## src/rtl/fifo_dest_if.sv

```systemverilog
// Handshake and status bundle between one destination-demux output and its FIFO.
// The consumer side (master) drives data and strobes; the FIFO (slave) returns data and flags.
interface fifo_dest_if #(
  parameter int DATA_W = 8,
  parameter int DEPTH  = 4
);
  localparam int CNT_W = $clog2(DEPTH) + 1;

  logic [DATA_W-1:0] datain;
  logic              push;
  logic              pop;
  logic [DATA_W-1:0] dataout;
  logic              valid_out;
  logic              fifo_full;
  logic              fifo_empty;
  logic              almost_full;
  logic              almost_empty;
  logic [CNT_W-1:0]  count;
  logic              fifo_error;

  modport master (
    output datain, push, pop,
    input  dataout, valid_out, fifo_full, fifo_empty,
    input  almost_full, almost_empty, count, fifo_error
  );

  modport slave (
    input  datain, push, pop,
    output dataout, valid_out, fifo_full, fifo_empty,
    output almost_full, almost_empty, count, fifo_error
  );
endinterface

```

## src/rtl/fifo_dest.sv

```systemverilog
// Circular-buffer FIFO behind one destination-demux output, with a registered read port,
// occupancy/threshold flags and a sticky overflow/underflow error.
module fifo_dest #(
  parameter int DATA_W = 8,
  parameter int DEPTH  = 4,
  parameter int AF_THR = 3,
  parameter int AE_THR = 1
) (
  input logic        clk,
  input logic        reset_L,
  fifo_dest_if.slave bus
);
  localparam int PTR_W = $clog2(DEPTH);
  localparam int CNT_W = PTR_W + 1;
  localparam logic [CNT_W-1:0] C_DEPTH  = CNT_W'(DEPTH);
  localparam logic [CNT_W-1:0] C_AF_THR = CNT_W'(AF_THR);
  localparam logic [CNT_W-1:0] C_AE_THR = CNT_W'(AE_THR);
  localparam logic [CNT_W-1:0] CNT_ONE  = CNT_W'(1);
  localparam logic [PTR_W-1:0] PTR_ONE  = PTR_W'(1);

  logic [DATA_W-1:0] r_mem [DEPTH];
  logic [PTR_W-1:0]  r_wr_ptr;
  logic [PTR_W-1:0]  r_rd_ptr;
  logic [CNT_W-1:0]  r_count;
  logic [DATA_W-1:0] r_dataout;
  logic              r_valid;
  logic              r_error;

  logic w_not_empty;
  logic w_pop_acc;
  logic w_push_acc;
  logic w_err_evt;

  // A push into a full FIFO is still taken when a pop frees a slot on the same edge;
  // the pop never bypasses an empty FIFO, so an empty push+pop is push-only.
  always_comb begin
    w_not_empty = (r_count != '0);
    w_pop_acc   = bus.pop && w_not_empty;
    w_push_acc  = bus.push && ((r_count < C_DEPTH) || w_pop_acc);
    w_err_evt   = (bus.push && !w_push_acc) || (bus.pop && !w_not_empty);
  end

  always_ff @(posedge clk) begin
    if (w_push_acc && reset_L) begin
      r_mem[r_wr_ptr] <= bus.datain;
    end
  end

  always_ff @(posedge clk) begin
    if (!reset_L) begin
      r_wr_ptr  <= '0;
      r_rd_ptr  <= '0;
      r_count   <= '0;
      r_dataout <= '0;
      r_valid   <= 1'b0;
      r_error   <= 1'b0;
    end else begin
      r_valid <= w_pop_acc;
      if (w_push_acc) begin
        r_wr_ptr <= r_wr_ptr + PTR_ONE;
      end
      if (w_pop_acc) begin
        r_dataout <= r_mem[r_rd_ptr];
        r_rd_ptr  <= r_rd_ptr + PTR_ONE;
      end
      case ({w_push_acc, w_pop_acc})
        2'b10:   r_count <= r_count + CNT_ONE;
        2'b01:   r_count <= r_count - CNT_ONE;
        default: r_count <= r_count;
      endcase
      if (w_err_evt) begin
        r_error <= 1'b1;
      end
    end
  end

  assign bus.dataout      = r_dataout;
  assign bus.valid_out    = r_valid;
  assign bus.count        = r_count;
  assign bus.fifo_error   = r_error;
  assign bus.fifo_full    = (r_count == C_DEPTH);
  assign bus.fifo_empty   = (r_count == '0);
  assign bus.almost_full  = (r_count >= C_AF_THR);
  assign bus.almost_empty = (r_count <= C_AE_THR);
endmodule

```

## src/flat_wrapper.sv

```systemverilog
// flat-port wrapper written by rule: the top's interface ports become plain ports
module fifo_dest_flat 
#(
  parameter int DATA_W = 8,
  parameter int DEPTH  = 4,
  parameter int AF_THR = 3,
  parameter int AE_THR = 1
)
  (clk, reset_L, bus_datain, bus_push, bus_pop, bus_dataout, bus_valid_out, bus_fifo_full, bus_fifo_empty, bus_almost_full, bus_almost_empty, bus_count, bus_fifo_error);
  fifo_dest_if #(.DATA_W(DATA_W), .DEPTH(DEPTH)) bus_i ();
  input logic clk;
  input logic reset_L;
  input wire logic [$bits(bus_i.datain)-1:0] bus_datain;
  input wire logic [$bits(bus_i.push)-1:0] bus_push;
  input wire logic [$bits(bus_i.pop)-1:0] bus_pop;
  output wire logic [$bits(bus_i.dataout)-1:0] bus_dataout;
  output wire logic [$bits(bus_i.valid_out)-1:0] bus_valid_out;
  output wire logic [$bits(bus_i.fifo_full)-1:0] bus_fifo_full;
  output wire logic [$bits(bus_i.fifo_empty)-1:0] bus_fifo_empty;
  output wire logic [$bits(bus_i.almost_full)-1:0] bus_almost_full;
  output wire logic [$bits(bus_i.almost_empty)-1:0] bus_almost_empty;
  output wire logic [$bits(bus_i.count)-1:0] bus_count;
  output wire logic [$bits(bus_i.fifo_error)-1:0] bus_fifo_error;
  assign bus_i.datain = bus_datain;
  assign bus_i.push = bus_push;
  assign bus_i.pop = bus_pop;
  assign bus_dataout = bus_i.dataout;
  assign bus_valid_out = bus_i.valid_out;
  assign bus_fifo_full = bus_i.fifo_full;
  assign bus_fifo_empty = bus_i.fifo_empty;
  assign bus_almost_full = bus_i.almost_full;
  assign bus_almost_empty = bus_i.almost_empty;
  assign bus_count = bus_i.count;
  assign bus_fifo_error = bus_i.fifo_error;
  fifo_dest #(.DATA_W(DATA_W), .DEPTH(DEPTH), .AF_THR(AF_THR), .AE_THR(AE_THR)) u_core (.clk(clk), .reset_L(reset_L), .bus(bus_i));
endmodule
```

## config.mk

```make
export PLATFORM = sky130hd
export DESIGN_NAME = fifo_dest_flat
export DESIGN_NICKNAME = d
export VERILOG_FILES = /design/src/rtl/fifo_dest_if.sv /design/src/rtl/fifo_dest.sv /design/src/flat_wrapper.sv
export SDC_FILE = /design/constraint.sdc
export NUM_CORES = 1
export LEC_CHECK = 0
export ABC_AREA = 1
export CORE_MARGIN = 3
export CORE_UTILIZATION = 53
export CTS_CLUSTER_SIZE = 10
export DETAILED_ROUTE_END_ITERATION = 8
export GPL_ROUTABILITY_DRIVEN = 0
export MAX_ROUTING_LAYER = met4
export PLACE_DENSITY = 0.77
export RECOVER_POWER = 25
export SYNTH_ARGS = -nofsm -noshare
export SYNTH_HDL_FRONTEND = slang
export SYNTH_SLANG_ARGS = --single-unit
```

## constraint.sdc

```tcl
create_clock -name clk -period 2.28 [get_ports clk]
set_clock_uncertainty 0.05 [all_clocks]
set_input_delay 0.456 -clock clk [delete_from_list [all_inputs] [get_ports clk]]
set_output_delay 0.456 -clock clk [all_outputs]
set_load 0.01 [all_outputs]
```

# ---- Word level (Yosys, flattened, before mapping)
# Memories as Yosys holds them, arrays and structs flattened. A register that Yosys moved wholly into a read port is not among the register bits.
# Cells that the tools add are included.
dict set report classes {
  muxes 3
  n_reduce_logical 13
  add_sub_neg 4
  eq_ne 3
  order_cmp 3
}
# cell count
set ops {}
lappend ops {{3-bit one-hot mux with 2 select lines} 1}
lappend ops {{1-bit logical AND} 5}
lappend ops {{2-bit by 1-bit adder with 2-bit output (second input constant)} 2}
lappend ops {{3-bit by 1-bit adder with 3-bit output (second input constant)} 1}
lappend ops {{3-bit equality test (second input constant)} 1}
lappend ops {{3-bit by 2-bit >= comparator with 1-bit output (second input constant)} 1}
lappend ops {{3-bit by 1-bit <= comparator with 1-bit output (second input constant)} 1}
lappend ops {{1-bit logical NOT} 3}
lappend ops {{3-bit logical NOT} 1}
lappend ops {{3-bit < comparator (second input constant)} 1}
lappend ops {{3-bit nonzero test} 1}
lappend ops {{3-bit by 1-bit subtractor with 3-bit output (second input constant)} 1}
lappend ops {{2-bit by 1-bit equality test with 1-bit output (second input constant)} 1}
lappend ops {{2-bit equality test (second input constant)} 1}
lappend ops {{1-bit logical OR} 2}
lappend ops {{1-bit 2-to-1 mux} 2}
lappend ops {{2-bit nonzero test} 1}
dict set report totals {
  mem_bits_rw 32
  out_inout_bits 17
  elab_cells 32
  memories 1
  input_bits 12
  regBits 9
}
# name words word_bits rd rd_clocked_by_memory_dff wr line_no
set mem_list {}
lappend mem_list {u_core.r_mem 4 8 1 1 1 fifo_dest.sv:21} ;# logic [DATA_W-1:0] r_mem [DEPTH];

# ---- Logic depth before layout (Yosys ltp)
dict set report logic_depth {
  depth_word 7
  ltp_mapped 10
}

# ---- Worst setup path after synthesis
# Ideal clock, no wire load.
dict set report synth_path {
  path_kind {register to register}
  from {register u_core.r_count[1] (netlist: u_core.bus.count[1])}
  to {register u_core.r_count[2] (netlist: u_core.bus.count[2])}
  path_stages_with_launch 10
  setup_slack_ns 0.537
  arrival_time_ns 1.578
  synth_period_minus_slack_ns 1.743
  path_buffers 0
  path_cell_list {dfxtp_1 -> inv_1 -> ha_1 -> nand2_4 -> nand2_2 -> clkinv_1 -> ha_1 -> a21oi_1 -> o21ai_0 -> nor2_1}
}
dict set report synth_via {
  elab_chain_cells 6
  elab_cells_between_ends 11
  classes_between {add/sub (2); order compare (1); eq/ne (2); mux (1); reduce/logical (5)}
}
# item line_no
set synth_rtl {}
lappend synth_rtl {{from (decl)} fifo_dest.sv:24} ;# logic [CNT_W-1:0] r_count;
lappend synth_rtl {{from (signal assigned)} fifo_dest.sv:67} ;# 2'b10: r_count <= r_count + CNT_ONE;
lappend synth_rtl {{from (signal assigned)} fifo_dest.sv:68} ;# 2'b01: r_count <= r_count - CNT_ONE;
lappend synth_rtl {{from (signal assigned)} fifo_dest.sv:69} ;# default: r_count <= r_count;
lappend synth_rtl {{3-bit nonzero test (*)} fifo_dest.sv:37} ;# w_not_empty = (r_count != '0);
lappend synth_rtl {{1-bit logical AND (*)} fifo_dest.sv:38} ;# w_pop_acc = bus.pop && w_not_empty;
lappend synth_rtl {{named net u_core.w_pop_acc} fifo_dest.sv:30} ;# logic w_pop_acc;
lappend synth_rtl {{1-bit logical OR} fifo_dest.sv:39} ;# w_push_acc = bus.push && ((r_count < C_DEPTH) || w_pop_acc);
lappend synth_rtl {{1-bit logical AND} fifo_dest.sv:39}
lappend synth_rtl {{2-bit by 1-bit equality test with 1-bit output / 2-bit equality test (equally long branches)} fifo_dest.sv:66} ;# case ({w_push_acc, w_pop_acc})
lappend synth_rtl {{3-bit one-hot mux with 2 select lines / 2-bit nonzero test (equally long branches)} n/a}
# Mark *: on every way through the listed nets, which the timed path passes. The rest lies on a longest branch.
# A chain may end at the register's enable or synchronous reset.

# ---- Worst setup path after layout
dict set report layout_path {
  from {register u_core.r_count[1] (netlist: u_core.bus.count[1])}
  to {output port bus_fifo_empty}
}
dict set report layout_via {
  elab_chain_cells 1
}
# item line_no
set layout_rtl {}
lappend layout_rtl {{3-bit logical NOT} fifo_dest.sv:82} ;# assign bus.fifo_empty = (r_count == '0);
lappend layout_rtl {{to (decl)} flat_wrapper.sv:19} ;# output wire logic [$bits(bus_i.fifo_empty)-1:0] bus_fifo_empty;
# No other way between the ends.

==> flow_metrics.env <==
export IMPL_seq_area_mm2=0.00130
export IMPL_nets=271
export IMPL_syn_to_final_growth_pct=22.3
export IMPL_rsz0062_at_grt="no"
export IMPL_drc_errors=0
export IMPL_power_density_mw_per_mm2=1050
export IMPL_initialDrtViolationCount=76
export IMPL_synth_top_family_by_area="simple AND/OR/NAND/NOR gates"
export IMPL_fin_ws_ns=0.119
export IMPL_netlist_area_mm2=0.00209
export IMPL_synthXorXnorAreaFrac_pct=0.839
export IMPL_cts_setup_buffers=0
export IMPL_slew_headroom_pct=77.3
export IMPL_ys_ff_latch=49
export IMPL_yosys_area_top_type="edfxtp_1"
export IMPL_hold_path_class="reg -> reg"
export IMPL_die_h_um=68.8
export IMPL_fin_crit_ns=2.16
export IMPL_synth_area_leaders="edfxtp_1, dfxtp_1, nand2_1, ha_1, nand3_1"
export IMPL_final_core_util_pct=68.8
export IMPL_cts_buffer_depth=2
export IMPL_final_hold_violation_count=0
export IMPL_io_buffers=28
export IMPL_synth_area_per_cell_um2=9.80
export IMPL_fin_tns_setup_ns=0
export IMPL_ir_drop_uv=592
export IMPL_cap_violations=0
export IMPL_rows=22
export IMPL_setup_viol=0
export IMPL_yosysSeqAreaShare_pct=62.3
export IMPL_clk_pin_slew_worst_paths_ns=0.10
export IMPL_grt_pass1_wl_um=6250
export IMPL_max_freq_mhz=463
export IMPL_outcome="finished clean"
export IMPL_startpoint="u_core.bus.count[1]$_SDFFE_PN0P_"
export IMPL_first_pass_iters=4
export IMPL_core_mm2=0.00372
export IMPL_die_area_mm2=0.00473
export IMPL_clk_latency_ns=0.30
export IMPL_synth_top_area_share_pct=46.0
export IMPL_crit_type="reg -> out"
export IMPL_muxShareOfSynthArea_pct=0
export IMPL_die_width_um=68.8
export IMPL_hp_start="u_core.bus.fifo_error$_SDFFE_PN0P_"
export IMPL_synth_compound_area_share_pct=4.73
export IMPL_multiInputGateArea_um2=647
export IMPL_cp_start_kind="flip-flop"
export IMPL_yosys_area_share_simple_pct=19.9
export IMPL_syn_inst=213
export IMPL_ant_nets=0
export IMPL_numCtsBuffers=5
export IMPL_drive_above_1_share_pct=9.16
export IMPL_cts_htree_levels=2
export IMPL_initial_core_util_pct=56.2
export IMPL_r2r_start="u_core.bus.count[1]$_SDFFE_PN0P_"
export IMPL_min_period_over_period_pct=94.8
export IMPL_vias=1468
export IMPL_arrival_ns=1.66
export IMPL_cts_sinks=49
export IMPL_grt_use_total_pct=19.4
export IMPL_dp_final_hpwl_um=3150
export IMPL_cp_required_ns=1.77
export IMPL_total_leakage_power_uw=0.00110
export IMPL_ios=29
export IMPL_routed_wl_um=4200
export IMPL_synthAdderAreaFrac_pct=5.39
export IMPL_cts_resized_gates=1
export IMPL_worst_pin_slew_ns=0.340
export IMPL_gr_total_overflow=0
export IMPL_preCtsSetupSlack_ns=0.222
export IMPL_crit_path_max_fanout=4
export IMPL_antenna_found_initial=0
export IMPL_grt_pass1_vias=1309
export IMPL_yosys_warnings=0
export IMPL_wire_per_inst_um=14.0
export IMPL_cts_root_buf="clkbuf_8"
export IMPL_synth_cell_types=21
export IMPL_cp_end_kind="primary output"
export IMPL_grt_start_max_net_pins=19
export IMPL_cts_tree="done"
export IMPL_fill_cells=302
export IMPL_holdBufCountCts=0
export IMPL_finalHoldWorstSlack_ns=0.432
export IMPL_syn_num_nets=234
export IMPL_insertedDiodeCount=0
export IMPL_slew_viol_final=0
export IMPL_via_per_inst=4.91
[layout by cell type, fill, tap and decap left out, drive strengths merged]
master          n
dfxtp          17
o21ai           7
nand2          65
buf             8
dlymetal6s2s    1
edfxtp         32
nand3b          1
clkbuf          5
inv            28
dlygate4sd3     6
clkdlybuf4s50  21
xor2            2
ha              9
nand4           1
clkinv          3
nand3          19
nor2           14
a21oi          12
[routing by layer]
layer | track usage (%) | up-vias | part of all wire (%)
met5 | - | - | 0
met4 | 7.30 | 0 | 1.1
met3 | 4.05 | 4 | 4.8
met2 | 29.2 | 37 | 45
met1 | 26.1 | 666 | 49
li1 | - | 761 | -
[critical path: stages (launching register included)]
cell and delay (ns):
dfxtp_1 0.35, inv_1 0.12, ha_2 0.24, nand2_4 0.07
inv_1 0.05, clkdlybuf4s50_1 0.52
[Yosys cell counts]
library cell / count
nand3_1: 19
edfxtp_1: 32
buf_2: 3
nand3b_1: 1
nand2_2: 1
nand2_1: 63
buf_4: 1
nand4_1: 1
clkbuf_1: 1
nor2_1: 14
ha_1: 9
dfxtp_1: 17
xor2_1: 2
buf_6: 1
inv_2: 2
inv_1: 24
nand2_4: 1
a21oi_1: 12
o21ai_2: 1
o21ai_0: 6
clkinv_1: 2
[worst paths after layout]
kind	end	slack [ns]	cells past startpoint
worst min-delay path	u_core.bus.fifo_error$_SDFFE_PN0P_	0.43	2
worst min register to register	u_core.bus.fifo_error$_SDFFE_PN0P_	0.43	2
worst max-delay path	bus_fifo_empty	0.12	5
worst max register to register	u_core.bus.count[2]$_SDFFE_PN0P_	0.54	9
[through the flow]
step	cell area (µm²)	cells	power, µW
floorplan	2090	213	1750
global placement	2450	291	2140
detailed placement	2450	291	2170
CTS	2550	299	2700
global route	2550	299	2860
finish	2550	299	2690
[registers in the layout, indices dropped and copies added, names as in the netlist]
name and cells:
u_core.r_rd_ptr 2, u_core.r_wr_ptr 2, u_core.bus.dataout 8, u_core.bus.valid_out 1
u_core.bus.count 3, u_core.r_mem 32, u_core.bus.fifo_error 1
[logic make-up after synthesis]
logic type	count (synthesis)
DFF	49
adders and majority gates	9
buffers and inverters	34
xor gates and xnor gates	2
AOI/OAI and AO/OA	19
and+or+nand+nor	100
[final cells by class]
class	instances	area share, %
clock buffers	5	2.69
multi-input cells	130	25.3
repair buffers	36	13.4
inverters	28	4.11
well taps	48	2.35
flip-flops and latches	49	51.0
clock inverters	3	1.13
[report_power, final]
group	total (µW)	switching (µW)	internal, µW
clock	541	311	230
sequential	1170	98.4	1070
combinational	980	528	452
No activity file was read; power rests on OpenSTA's default activity.
